==> config.mk <==
export PLATFORM = sky130hd
export DESIGN_NAME = spi_slave_ctrl
export DESIGN_NICKNAME = d
export VERILOG_FILES = /design/src/rtl/spi_slave_ctrl.sv
export SDC_FILE = /design/constraint.sdc
export NUM_CORES = 1
export LEC_CHECK = 0
export ABC_CLOCK_PERIOD_IN_PS = 5100
export CAP_MARGIN = 30
export CORE_UTILIZATION = 30
export DETAILED_ROUTE_END_ITERATION = 16
export HOLD_SLACK_MARGIN = 0.05
export PLACE_DENSITY = 0.51
export SETUP_SLACK_MARGIN = 0.2
export SLEW_MARGIN = 0
export SYNTH_ARGS = -nofsm -noshare
export SYNTH_HDL_FRONTEND = slang
export SYNTH_SLANG_ARGS = --single-unit
==> constraint.sdc <==
create_clock -name clk -period 5.1 [get_ports clk]
set_input_delay 1.02 -clock clk [delete_from_list [all_inputs] [get_ports clk]]
set_output_delay 1.02 -clock clk [all_outputs]
set_load 0.1 [all_outputs]
==> src/rtl/spi_slave_ctrl.sv <==
// SPI slave front end for the single-port SPI RAM: deserialises select+payload
// frames, pulses rx_valid, and serialises RAM read bytes on MISO. Optional macro: SPI_TX_TIMEOUT_EN.
module spi_slave_ctrl #(
  parameter int DATA_W     = 8,
  parameter int TX_TIMEOUT = 16
) (
  input  logic              clk,
  input  logic              rst_n,
  input  logic              SS_n,
  input  logic              MOSI,
  output logic              MISO,
  output logic [DATA_W+1:0] rx_data,
  output logic              rx_valid,
  input  logic [DATA_W-1:0] tx_data,
  input  logic              tx_valid
);
  localparam int FW = DATA_W + 2;
  localparam int CW = $clog2(FW + 1);

  typedef enum logic [2:0] {
    IDLE, CHK_CMD, WRITE, READ_ADD,
    RD_SHIFT_IN, RD_WAIT_TX, RD_SHIFT_OUT, RD_DONE
  } state_t;

  state_t            state_q, state_d;
  logic [CW-1:0]     cnt_q, cnt_d;
  logic [FW-1:0]     rx_sh_q, rx_sh_d, rx_data_q, rx_data_d;
  logic [DATA_W-1:0] tx_sh_q, tx_sh_d;
  logic              miso_q, miso_d, rx_valid_q, rx_valid_d;
  logic              rd_flag_q, rd_flag_d, wait_seen_q, wait_seen_d;
`ifdef SPI_TX_TIMEOUT_EN
  localparam int TW = $clog2(TX_TIMEOUT + 1);
  logic [TW-1:0]     tmo_q, tmo_d;
`endif

  always_comb begin
    state_d     = state_q;
    cnt_d       = cnt_q;
    rx_sh_d     = rx_sh_q;
    rx_data_d   = rx_data_q;
    tx_sh_d     = tx_sh_q;
    miso_d      = 1'b0;
    rx_valid_d  = 1'b0;
    rd_flag_d   = rd_flag_q;
    wait_seen_d = wait_seen_q;
`ifdef SPI_TX_TIMEOUT_EN
    tmo_d       = tmo_q;
`endif
    // Deselect beats everything, including a frame's final bit.
    if (state_q != IDLE && SS_n) begin
      state_d     = IDLE;
      cnt_d       = '0;
      wait_seen_d = 1'b0;
`ifdef SPI_TX_TIMEOUT_EN
      tmo_d       = '0;
`endif
    end else begin
      case (state_q)
        IDLE: if (!SS_n) begin
          state_d = CHK_CMD;
          cnt_d   = '0;
        end
        CHK_CMD: begin
          if (!MOSI)          state_d = WRITE;
          else if (rd_flag_q) state_d = RD_SHIFT_IN;
          else                state_d = READ_ADD;
        end
        WRITE, READ_ADD, RD_SHIFT_IN: begin
          if (cnt_q < CW'(FW)) begin
            rx_sh_d = {rx_sh_q[FW-2:0], MOSI};
            cnt_d   = cnt_q + CW'(1);
            if (cnt_q == CW'(FW - 1)) begin
              rx_data_d  = {rx_sh_q[FW-2:0], MOSI};
              rx_valid_d = 1'b1;
              if (state_q == READ_ADD)    rd_flag_d = 1'b1;
              if (state_q == RD_SHIFT_IN) rd_flag_d = 1'b0;
            end
          end else if (state_q == RD_SHIFT_IN) begin
            // The rx_valid cycle is over; the RAM answers from here on.
            state_d     = RD_WAIT_TX;
            wait_seen_d = 1'b0;
`ifdef SPI_TX_TIMEOUT_EN
            tmo_d       = '0;
`endif
          end
        end
        RD_WAIT_TX: begin
          wait_seen_d = 1'b1;
          // First WAIT_TX cycle may still show a stale RAM output.
          if (wait_seen_q && tx_valid) begin
            state_d = RD_SHIFT_OUT;
            miso_d  = tx_data[DATA_W-1];
            tx_sh_d = {tx_data[DATA_W-2:0], 1'b0};
            cnt_d   = CW'(1);
          end
`ifdef SPI_TX_TIMEOUT_EN
          else if (tmo_q == TW'(TX_TIMEOUT - 1)) begin
            state_d = RD_DONE;
          end
          tmo_d = tmo_q + TW'(1);
`endif
        end
        RD_SHIFT_OUT: begin
          if (cnt_q < CW'(DATA_W)) begin
            miso_d  = tx_sh_q[DATA_W-1];
            tx_sh_d = {tx_sh_q[DATA_W-2:0], 1'b0};
            cnt_d   = cnt_q + CW'(1);
          end else begin
            state_d = RD_DONE;
          end
        end
        RD_DONE: ;
        default: state_d = IDLE;
      endcase
    end
  end

  always_ff @(posedge clk) begin
    if (!rst_n) begin
      state_q     <= IDLE;
      cnt_q       <= '0;
      rx_sh_q     <= '0;
      rx_data_q   <= '0;
      tx_sh_q     <= '0;
      miso_q      <= 1'b0;
      rx_valid_q  <= 1'b0;
      rd_flag_q   <= 1'b0;
      wait_seen_q <= 1'b0;
`ifdef SPI_TX_TIMEOUT_EN
      tmo_q       <= '0;
`endif
    end else begin
      state_q     <= state_d;
      cnt_q       <= cnt_d;
      rx_sh_q     <= rx_sh_d;
      rx_data_q   <= rx_data_d;
      tx_sh_q     <= tx_sh_d;
      miso_q      <= miso_d;
      rx_valid_q  <= rx_valid_d;
      rd_flag_q   <= rd_flag_d;
      wait_seen_q <= wait_seen_d;
`ifdef SPI_TX_TIMEOUT_EN
      tmo_q       <= tmo_d;
`endif
    end
  end

  assign MISO     = miso_q;
  assign rx_data  = rx_data_q;
  assign rx_valid = rx_valid_q;
endmodule

==> After elaboration in Yosys (flattened, before gate mapping) <==
Cells that the tools add are included.
Widths: inputs -> output; s select.
{ "op_classes": {"add_sub_neg": 1, "order_cmp": 2, "eq_ne": 14, "n_mux": 25, "bitwise": 4, "reduce_logical": 19} }
{ "ops": {"columns": ["cell", "count"], "rows": [
  ["$mux 3", 7],
  ["$mux 4", 4],
  ["$mux 8", 2],
  ["$pmux 4 s4", 1],
  ["$pmux 8 s2", 1],
  ["$pmux 3 s5", 1],
  ["$ne 2x2->1 const B", 7],
  ["$reduce_and 5->1", 2],
  ["$eq 3x3->1 const B", 3],
  ["$lt 4x4->1 const B", 2],
  ["$reduce_and 4->1", 2],
  ["$mux 1", 7],
  ["$eq 3x2->1 const B", 2],
  ["$reduce_and 3->1", 2],
  ["$reduce_and 6->1", 1],
  ["$reduce_bool 2->1", 3],
  ["$reduce_bool 5->1", 1],
  ["$add 4x1->4 const B", 1],
  ["$eq 4x4->1 const B", 1],
  ["$not 1->1", 4],
  ["$pmux 1 s2", 2],
  ["$reduce_bool 4->1", 1],
  ["$reduce_or 4->1", 1],
  ["$eq 3x1->1 const B", 1],
  ["other kinds (5)", 6]
]} }
{ "totals": {"reg_bits": 38, "inputBits": 13, "output_inout_bits": 12, "word_cells": 74} }

==> Longest topological paths before layout <==
{ "depth": {"word_depth": 4, "mapped_depth": 7, "depth_no_buf": 6} }

==> Least setup slack after synthesis <==
No wires, ideal clock.
{ "synth_timing": {"path_type": "input-to-reg", "startpoint": "input port SS_n", "endpoint": "register cnt_q[1]", "setup_time_ns": 0.072, "t_arrival_ns": 1.963, "t_required_ns": 5.028, "path_slack_ns": 3.064, "cell_stages": 4, "path_buffers": 0, "cell_sequence": "or3_1 -> a21o_1 -> a221o_1 -> a21oi_1"} }
{ "synth_between": {"elab_chain_cells": 2, "elab_cells_between_ends": 4, "cone_classes": "1 x eq/ne; 3 x reduce/logical"} }
{ "synth_lines": {"columns": ["element", "line_no", "rtl"], "rows": [
  ["start: declaration", "9", "input logic SS_n,"],
  ["$ne 2x2->1 (no source line) or $logic_and 1x1->1 (tied branches)", null, null],
  ["$reduce_and 5->1 (no source line) or $reduce_or 2->1 (tied branches)", null, null],
  ["end signal: assignment", "134", "cnt_q <= cnt_d;"],
  ["end: declaration", "26", "logic [CW-1:0] cnt_q, cnt_d;"]
]} }
Several ways; a longest one is shown, not always the timed one.
A chain may end at the register's enable or synchronous reset.

==> Worst setup path after layout <==
{ "layout_timing": {"startpoint": "input port rst_n", "endpoint": "register state_q[1]"} }
{ "layout_between": {"elab_chain_cells": 2} }
{ "layout_lines": {"columns": ["element", "line_no", "rtl"], "rows": [
  ["start: declaration", "8", "input logic rst_n,"],
  ["$not 1->1 (no source line)", null, null],
  ["$reduce_or 2->1 (no source line)", null, null],
  ["end signal: assignment", "133", "state_q <= state_d;"],
  ["end: declaration", "25", "state_t state_q, state_d;"]
]} }
Every way passes these cells.

==> flow_metrics.env <==
export IMPL_setup_viol=0
export IMPL_cts_tree="yes"
export IMPL_reg2reg_slack_ps=2610
export IMPL_grt_overflow_total=0
export IMPL_hold_buffers=0
export IMPL_dp_hpwl_microns=2599
export IMPL_ys_top_cells_by_area="dfxtp_1 (40%), mux2i_1 (14%), nor2b_1 (7.1%), o211a_1 (3.2%), a21oi_1 (3.0%)"
export IMPL_clk_pin_slew_ps=80
export IMPL_postCtsSetupBuffers=0
export IMPL_clock_sinks=37
export IMPL_synth_top_cells_by_count="dfxtp_1 (37), mux2i_1 (25), nor2b_1 (21), nand2_1 (14), a21oi_1 (11)"
export IMPL_leakage_nw=0.8033
export IMPL_synth_most_common_cell="dfxtp_1"
export IMPL_fp_dieH_microns=80.57
export IMPL_end_kind="register"
export IMPL_power_frac_seq_pct=47.7
export IMPL_synth_cell_types=48
export IMPL_drv_cap=0
export IMPL_area_delta_synth_final_pct=19.80
export IMPL_yosysWarnings=0
export IMPL_synth_top_area_share_pct=40.00
export IMPL_holdPathEnd="tx_sh_q[1]$_SDFFE_PN0P_"
export IMPL_grt_pass1_vias=1421
export IMPL_yosysTopAreaCell="dfxtp_1"
export IMPL_die_w_microns=80.57
export IMPL_netSwitchingFraction_pct=33.83
export IMPL_ys_ff_latch=37
export IMPL_hold_viol_final=0
export IMPL_clk_insertion_delay_late_ps=290
export IMPL_p_clk_share_pct=28.7
export IMPL_rsz0062_at_grt="no"
export IMPL_cts_buffers=5
export IMPL_path_delay_family="buffers and inverters"
export IMPL_drc=0
export IMPL_die_area_sq_um=6491
export IMPL_ir_worst_vdd_mv=0.1257
export IMPL_grt_pass1_wl_microns=6734
export IMPL_cts_root_buffer="clkbuf_8"
export IMPL_synth_edf_count=0
export IMPL_power_mw=0.7298
export IMPL_period_needed_ps=2815
export IMPL_final_cell_area_sq_um=2218
export IMPL_reg2reg_to="rx_sh_q[6]$_SDFFE_PN0P_"
export IMPL_internal_power_mw=0.4829
export IMPL_syn_area_per_cell_sq_um=9.545
export IMPL_cts_max_level=2
export IMPL_p_per_area_nw_per_um2=329.0
export IMPL_worstReg2RegStart="state_q[2]$_SDFFE_PP0P_"
export IMPL_p_switching_mw=0.2469
export IMPL_worst_path_max_fanout=30
export IMPL_via_per_inst=5.031
export IMPL_ant_nets=0
export IMPL_fmax_mhz=355.2
export IMPL_drtIter0Drc=99
export IMPL_whs_ps=496.8
export IMPL_gr_usage_all_layers_pct=13.46
export IMPL_period_share_pct=55.20
export IMPL_routed_wl_microns=3912
export IMPL_avgRoutedWirePerCell_microns=13.54
export IMPL_start_util_pct=31.28
export IMPL_start_kind="input port"
export IMPL_cp_slowest_cell="clkdlybuf4s50_1"
export IMPL_drv_slew=0
export IMPL_ios=25
export IMPL_synth_main_ff_cell="dfxtp_1"
export IMPL_worst_pin_slew_ps=986.6
export IMPL_fp_row_count=28
export IMPL_nFillCells=605
export IMPL_path_cells="clkdlybuf4s50_1, nand2_1, a311o_1, o22ai_1"
export IMPL_relSlewSlack_pct=34.11
export IMPL_critPathMaxStageDelay_ps=1050
export IMPL_dp_worst_setup_slack_ps=1972
export IMPL_multi_input_area_sq_um=1020
export IMPL_fin_skew_ps=11.07
export IMPL_path_buf_inv=1
export IMPL_hold_path_class="register to register"
export IMPL_grt_max_degree=31
export IMPL_synthArstFlopShare_pct=0
export IMPL_layout_drive_gt1_share_pct=7.944
export IMPL_drtPass1Iterations=4
export IMPL_syn_area_sq_um=1852
export IMPL_r2r_cells=4
export IMPL_synth_fp_nets=209
export IMPL_placed_cell_area_sq_um=2117
export IMPL_nets=228
export IMPL_coreArea_sq_um=5921
export IMPL_min_path_cells=2
export IMPL_ys_seq_area_share_pct=40.00
export IMPL_place_congestion=0.7864
export IMPL_hold_start="tx_sh_q[1]$_SDFFE_PN0P_"
export IMPL_num_antenna_cells=0
export IMPL_netlist_instances=194
export IMPL_setup_ws_ps=2285
export IMPL_cts_resized=0
export IMPL_seqCellArea_sq_um=740.7
export IMPL_clockBufferDepth=2
export IMPL_required_ps=5310
export IMPL_p_comb_share_pct=23.6
export IMPL_grt_antenna_before_repair=0
export IMPL_vias=1454
export IMPL_cp_data_arrival_time_ps=3030
export IMPL_path_class="input port to register"
export IMPL_status="finished clean"
export IMPL_port_buffers=24
export IMPL_tns_ps=0
-- worst max path at each step --
stage,start,end,slack [ps],depth (start not counted)
floorplan,SS_n,cnt_q[1]$_SDFFE_PP0P_,3060,4
global placement,rst_n,state_q[1]$_SDFFE_PP0P_,1980,4
detailed placement,rst_n,state_q[1]$_SDFFE_PP0P_,1970,4
CTS,rst_n,state_q[1]$_SDFFE_PP0P_,2260,4
global route,rst_n,state_q[1]$_SDFFE_PP0P_,2100,4
finish,rst_n,state_q[1]$_SDFFE_PP0P_,2280,4
-- state kept, by name, summed over array words and instances (netlist names) --
signal       count
MISO             1
cnt_q            4
rd_flag_q        1
rx_data         10
rx_sh_q          9
rx_valid         1
state_q          3
tx_sh_q          7
wait_seen_q      1
-- area by class of cell --
class	instances	area share, %
Multi-Input combinational cell	138	45.97
Clock buffer	5	3.102
Inverter	6	1.015
Sequential cell	37	33.39
Tap cell	75	4.230
Clock inverter	3	0.9588
Timing Repair Buffer	25	11.34
-- worst register-to-register path, delay by kind of cell, from the launching register on --
family	cells	cell delay, ps
flops	1	720
mux	1	270
compound gates	1	850
simple gates	2	550
-- layout by cell type, fill, tap and decap left out, types with 3 or more instances in the layout --
cell,Yosys,layout
a21boi_0,3,3
a21oi_1,11,11
clkbuf_8,0,5
clkdlybuf4s50_1,0,24
dfxtp_1,37,37
inv_1,6,6
mux2i_1,25,25
nand2_1,14,14
nand2b_1,5,5
nand3_1,4,4
nand4_1,3,3
nor2_1,3,3
nor2b_1,21,21
o211a_1,6,6
o21ai_0,6,6
-- per-stage QoR --
stage | std cells | utilization (%)
after global placement | 280 | 35.76
after global routing | 289 | 37.47
after CTS | 288 | 37.28
after detailed placement | 280 | 35.76
final | 289 | 37.47
after floorplan | 194 | -
-- cells by family (layout without fill, tap and decap cells) --
| kind of cell | after synthesis | after routing | synth area share [%] |
|---|---|---|---|
| AND/OR/NAND/NOR | 61 | 61 | 18.72 |
| buffers and inverters | 19 | 39 | 5.203 |
| flip-flops | 37 | 37 | 40.00 |
| multiplexers | 26 | 26 | 14.12 |
| AO/OA/AOI/OAI | 49 | 49 | 20.61 |
| adder cells (fa/ha/maj) | 2 | 2 | 1.351 |
-- power groups by stage --
stage	registers, mW	clock network (mW)	logic (mW)
after floorplan	0.322	0	0.167
after global placement	0.355	0	0.174
final	0.348	0.209	0.172
after CTS	0.346	0.219	0.172
after global routing	0.354	0.231	0.192
after detailed placement	0.353	0	0.171
-- per-layer routing --
layer  vias up  track usage (%)  wire, microns
met5         -                0              0
met4         0            5.893             49
met3         5            3.636            184
met2        32            19.58           1717
met1       675            18.37           1960
li1        742                -              -
Note: power is estimated with default switching activity, not from simulation.
